<file path="src/rtl/fir_ctrl_pkg.sv">
// Shared types and helpers for the complex FIR sequencing controller.
package fir_ctrl_pkg;

    typedef enum logic [1:0] {
        LOAD  = 2'd0,
        MAC   = 2'd1,
        DRAIN = 2'd2,
        WRITE = 2'd3
    } state_t;

    // Number of MAC cycles needed to cover all taps with the unrolled array.
    function automatic int unsigned ngroups(input int unsigned taps, input int unsigned unroll);
        return (taps + unroll - 1) / unroll;
    endfunction

endpackage

</file>
<file path="src/rtl/fir_cmplx_ctrl.sv">
// Sequencing controller for the complex FIR datapath: pops I/Q pairs,
// steps the unrolled MAC array over every tap group, waits out the MAC
// pipeline and pushes one real/imag result pair per DECIM input pairs.
module fir_cmplx_ctrl
    import fir_ctrl_pkg::*;
#(
    parameter int unsigned TAPS    = 20,
    parameter int unsigned UNROLL  = 4,
    parameter int unsigned DECIM   = 1,
    parameter int unsigned MAC_LAT = 2
) (
    input  logic                     clk,
    input  logic                     rst,
    input  logic                     i_empty,
    input  logic                     q_empty,
    output logic                     i_rd_en,
    output logic                     q_rd_en,
    output logic                     shift_en,
    output logic                     mac_clr,
    output logic                     mac_en,
    output logic [$clog2(TAPS)-1:0]  tap_base,
    input  logic                     real_full,
    input  logic                     imag_full,
    output logic                     real_wr_en,
    output logic                     imag_wr_en,
    output logic                     busy,
    output logic [15:0]              out_count
);

    localparam int unsigned NGROUPS = ngroups(TAPS, UNROLL);
    localparam int unsigned TBW     = $clog2(TAPS);
    localparam int unsigned GW      = (NGROUPS > 1) ? $clog2(NGROUPS) : 1;
    localparam int unsigned DW      = (DECIM > 1) ? $clog2(DECIM) : 1;
    localparam int unsigned LW      = (MAC_LAT > 1) ? $clog2(MAC_LAT) : 1;

    state_t          state_q, state_d;
    logic [DW-1:0]   dec_cnt_q, dec_cnt_d;
    logic [GW-1:0]   grp_q, grp_d;
    logic [LW-1:0]   drain_q, drain_d;
    logic [15:0]     out_count_q, out_count_d;

    logic            pop_ok;
    logic            wr_ok;
    logic [31:0]     tap_full;

    assign pop_ok = (state_q == LOAD)  && !i_empty   && !q_empty;
    assign wr_ok  = (state_q == WRITE) && !real_full && !imag_full;

    // State and counter registers.
    always_ff @(posedge clk or posedge rst) begin
        if (rst) begin
            state_q     <= LOAD;
            dec_cnt_q   <= '0;
            grp_q       <= '0;
            drain_q     <= '0;
            out_count_q <= '0;
        end else begin
            state_q     <= state_d;
            dec_cnt_q   <= dec_cnt_d;
            grp_q       <= grp_d;
            drain_q     <= drain_d;
            out_count_q <= out_count_d;
        end
    end

    // Next-state and counter update; grp/drain clear whenever not advancing.
    always_comb begin
        state_d     = state_q;
        dec_cnt_d   = dec_cnt_q;
        grp_d       = '0;
        drain_d     = '0;
        out_count_d = out_count_q;
        unique case (state_q)
            LOAD: begin
                if (pop_ok) begin
                    if (dec_cnt_q == DW'(DECIM - 1)) begin
                        dec_cnt_d = '0;
                        state_d   = MAC;
                    end else begin
                        dec_cnt_d = dec_cnt_q + 1'b1;
                    end
                end
            end
            MAC: begin
                if (grp_q == GW'(NGROUPS - 1)) begin
                    state_d = (MAC_LAT == 0) ? WRITE : DRAIN;
                end else begin
                    grp_d = grp_q + 1'b1;
                end
            end
            DRAIN: begin
                if (drain_q == LW'(MAC_LAT - 1)) begin
                    state_d = WRITE;
                end else begin
                    drain_d = drain_q + 1'b1;
                end
            end
            WRITE: begin
                if (wr_ok) begin
                    out_count_d = out_count_q + 16'd1;
                    state_d     = LOAD;
                end
            end
            default: state_d = LOAD;
        endcase
    end

    // Output decode; FIFO strobes are also gated by reset so nothing moves while it is held.
    always_comb begin
        i_rd_en    = 1'b0;
        q_rd_en    = 1'b0;
        shift_en   = 1'b0;
        mac_en     = 1'b0;
        mac_clr    = 1'b0;
        tap_base   = '0;
        real_wr_en = 1'b0;
        imag_wr_en = 1'b0;
        tap_full   = 32'(grp_q) * UNROLL;
        if (pop_ok && !rst) begin
            i_rd_en  = 1'b1;
            q_rd_en  = 1'b1;
            shift_en = 1'b1;
        end
        if (state_q == MAC) begin
            mac_en   = 1'b1;
            mac_clr  = (grp_q == '0);
            tap_base = tap_full[TBW-1:0];
        end
        if (wr_ok && !rst) begin
            real_wr_en = 1'b1;
            imag_wr_en = 1'b1;
        end
    end

    assign busy      = (state_q != LOAD);
    assign out_count = out_count_q;

endmodule

</file>
<file path="config.mk">
export PLATFORM = sky130hd
export DESIGN_NAME = fir_cmplx_ctrl
export DESIGN_NICKNAME = d
export VERILOG_FILES = /design/src/rtl/fir_ctrl_pkg.sv /design/src/rtl/fir_cmplx_ctrl.sv
export SDC_FILE = /design/constraint.sdc
export NUM_CORES = 1
export LEC_CHECK = 0
export ABC_AREA = 1
export CORE_MARGIN = 5
export CORE_UTILIZATION = 51
export DETAILED_ROUTE_END_ITERATION = 10
export PLACE_DENSITY = 0.88
export SLEW_MARGIN = 20
export SYNTH_ARGS = -nofsm -noshare
export SYNTH_HDL_FRONTEND = slang
export SYNTH_SLANG_ARGS = --single-unit
</file>
<file path="constraint.sdc">
create_clock -name clk -period 2.3 [get_ports clk]
set_input_delay 0.575 -clock clk [delete_from_list [all_inputs] [get_ports clk]]
set_output_delay 0.575 -clock clk [all_outputs]
set_load 0.05 [all_outputs]
</file>
==> results.json <==
{
  "status": "complete, no violations",
  "drv_slew": 0,
  "post_dp_cell_area_sq_mm": 0.001734,
  "wirelength_microns": 2814,
  "period_minus_slack_ns": 2.220,
  "wl_per_cell_microns": 12.73,
  "ff2ff_setup_slack_ns": 0.81,
  "crit_arrival_ns": 1.64,
  "ir_worst_vdd_v": 0.0008335,
  "hold_viol": 0,
  "vias": 1091,
  "ant_nets": 0,
  "crit_fanout": 3,
  "p_per_area_mw_per_mm2": 871.8,
  "hold_class": "reg -> reg",
  "hold_buffers": 0,
  "yosys_warnings": 0,
  "io_buffers": 32,
  "cts_root_buf": "clkbuf_4",
  "viasPerCell": 4.937,
  "final_area_sq_mm": 0.001787,
  "p_leak_nw": 0.8824,
  "cp-endpoint": "shift_en",
  "initial_core_util_pct": 52.73,
  "drc": 0,
  "cts_setup_buffers": 0,
  "place_congestion": 0.8073,
  "overflow": 0,
  "r2r-start": "state_q[1]",
  "crit_chain": "clkdlybuf4s50_1, nor4_4, buf_4, buf_12",
  "max_clock_freq_ghz": 0.4505,
  "drtIter0Drc": 34,
  "worst_setup_path_end_kind": "output port",
  "ios": 35,
  "synth_seq_cells": 22,
  "crit_type": "in -> out",
  "yosysUniqueCellTypes": 24,
  "antennaDiodeCount": 0,
  "h-tree-depth": 1,
  "slowest_stage": "clkdlybuf4s50_1",
  "hpwl_microns": 2307,
  "nNetsFinal": 206,
  "cp-startpoint": "i_empty",
  "cts_resized": 0,
  "netlist_area_sq_mm": 0.001282,
  "slowest_delay_ns": 0.46,
  "die-height_microns": 60.15,
  "design.core.area_sq_mm": 0.002432,
  "utilization_pct": 73.46,
  "setup_violations": 0,
  "maxSlewHeadroom_pct": 65.81,
  "clock-skew-final_ns": 0.01702,
  "cts_tree": "done",
  "antenna_found_initial": 0,
  "grt_pass1_vias": 1062,
  "drt_first_pass_iters": 4,
  "die_area_sq_mm": 0.003617,
  "cts_made_buffers": 3,
  "path_clk_slew_ns": 0.11,
  "cts.sinks": 22,
  "clock_latency_ns": 0.32,
  "start_kind": "input pin",
  "maxCapViolCount": 0,
  "hp-start": "drain_q",
  "finalPower_mw": 1.558,
  "rsz0062_at_grt": "false",
  "reg2reg_depth": 6,
  "grt_max_degree": 23,
  "worstMarginPinSlew_ns": 0.5112,
  "grt_usage_pct": 18.27,
  "drive_above_1_share_pct": 18.32,
  "post-route-period-util_pct": 96.50,
  "fp.dieW_microns": 60.15,
  "cts.path.max_buffers": 2,
  "synth_area_per_cell_sq_um": 8.221,
  "syn_inst": 156,
  "rows": 18,
  "areaGrowthSynthToFinish_pct": 39.32,
  "r2r_end": "out_count[9]",
  "critPathRequiredTime_ns": 1.73,
  "grt_pass1_wl_microns": 4871,
  "yosysSeqAreaShare_pct": 42.93
}
## power by group
part | switching, mW | total [mW] | internal [mW]
logic | 0.475 | 0.751 | 0.276
clock network | 0.118 | 0.294 | 0.176
registers | 0.0642 | 0.513 | 0.448
total | 0.657 | 1.56 | 0.901
## per-layer routing
| metal | vias to the layer above | GRT usage [%] | wire length [microns] |
|---|---|---|---|
| met3 | 4 | 3.456 | 134 |
| met5 | - | 0 | 0 |
| met2 | 32 | 31.33 | 1513 |
| met4 | 0 | 6.646 | 44 |
| met1 | 518 | 22.63 | 1121 |
| li1 | 537 | - | - |
## sequential cells by signal, summed over array words and instances (netlist names)
| register | flops |
|---|---|
| out_count | 16 |
| state_q | 2 |
| drain_q | 1 |
| grp_q | 3 |
## worst min-delay path by stage
stage	endpoint	slack (ns)	depth (start not counted)
finish	drain_q	0.46	1
global placement	drain_q	0.42	1
CTS	drain_q	0.46	1
global route	drain_q	0.47	1
detailed placement	drain_q	0.45	1
floorplan	drain_q	0.40	1
## synthesized netlist by cell type (all sizes together)
library cell,n,share of area [%]
xnor2,7,4.8
inv,25,7.3
buf,5,2.9
o21ai,5,2.0
nand4,2,0.98
nand3b,1,0.59
nand2,45,14
dfrtp,22,43
conb,1,0.29
nand3,8,4.5
nor3,3,2.0
nor4,1,0.49
ha,8,7.8
or2,1,0.49
nor2,18,6.6
xor2,4,2.7
## layout make-up
type | count | area [sq um]
sequential | 22 | 550.5
multi-input combinational | 105 | 624.3
inverter | 25 | 93.84
timing repair buffer | 35 | 427.9
tap | 30 | 37.54
clock inverter | 1 | 30.03
fill | 176 | 645.6
clock buffer | 3 | 22.52
## worst max-delay path: cells and delay by family
family	cells	cell delay, ns
buffers and inverters	3	0.79
AND/OR/NAND/NOR	1	0.27
## kinds of logic after synthesis
family | count (synthesis) | synth area share (%)
adder cells (fa/ha/maj) | 8 | 7.805
XOR/XNOR | 11 | 7.512
buffers and inverters | 30 | 10.24
other | 1 | 0.2924
AND/OR/NAND/NOR | 79 | 29.27
AO/OA/AOI/OAI | 5 | 1.951
flip-flops | 22 | 42.93
## through the flow
stage	hold WS (ns)	TNS, ns	cells	worst slack, ns
after floorplan	0.4032	-0.1689	157	-0.08447
after global placement	0.4154	0	217	0.09731
after detailed placement	0.4475	0	217	0.07490
after CTS	0.4634	0	221	0.06935
after global routing	0.4674	0	221	0.02716
final	0.4613	0	221	0.08044
## placed cells by master, fill, tap and decap left out, types with 5 or more instances in the layout
| cell type | synthesis | routed |
|---|---|---|
| buf_12 | 0 | 9 |
| buf_4 | 5 | 5 |
| clkdlybuf4s50_1 | 0 | 21 |
| dfrtp_1 | 22 | 22 |
| ha_1 | 8 | 8 |
| inv_1 | 22 | 22 |
| nand2_1 | 43 | 43 |
| nand3_1 | 6 | 6 |
| nor2_1 | 13 | 11 |
| nor2_2 | 4 | 6 |
| xnor2_1 | 7 | 7 |
Power figures use the tool's default switching activity.
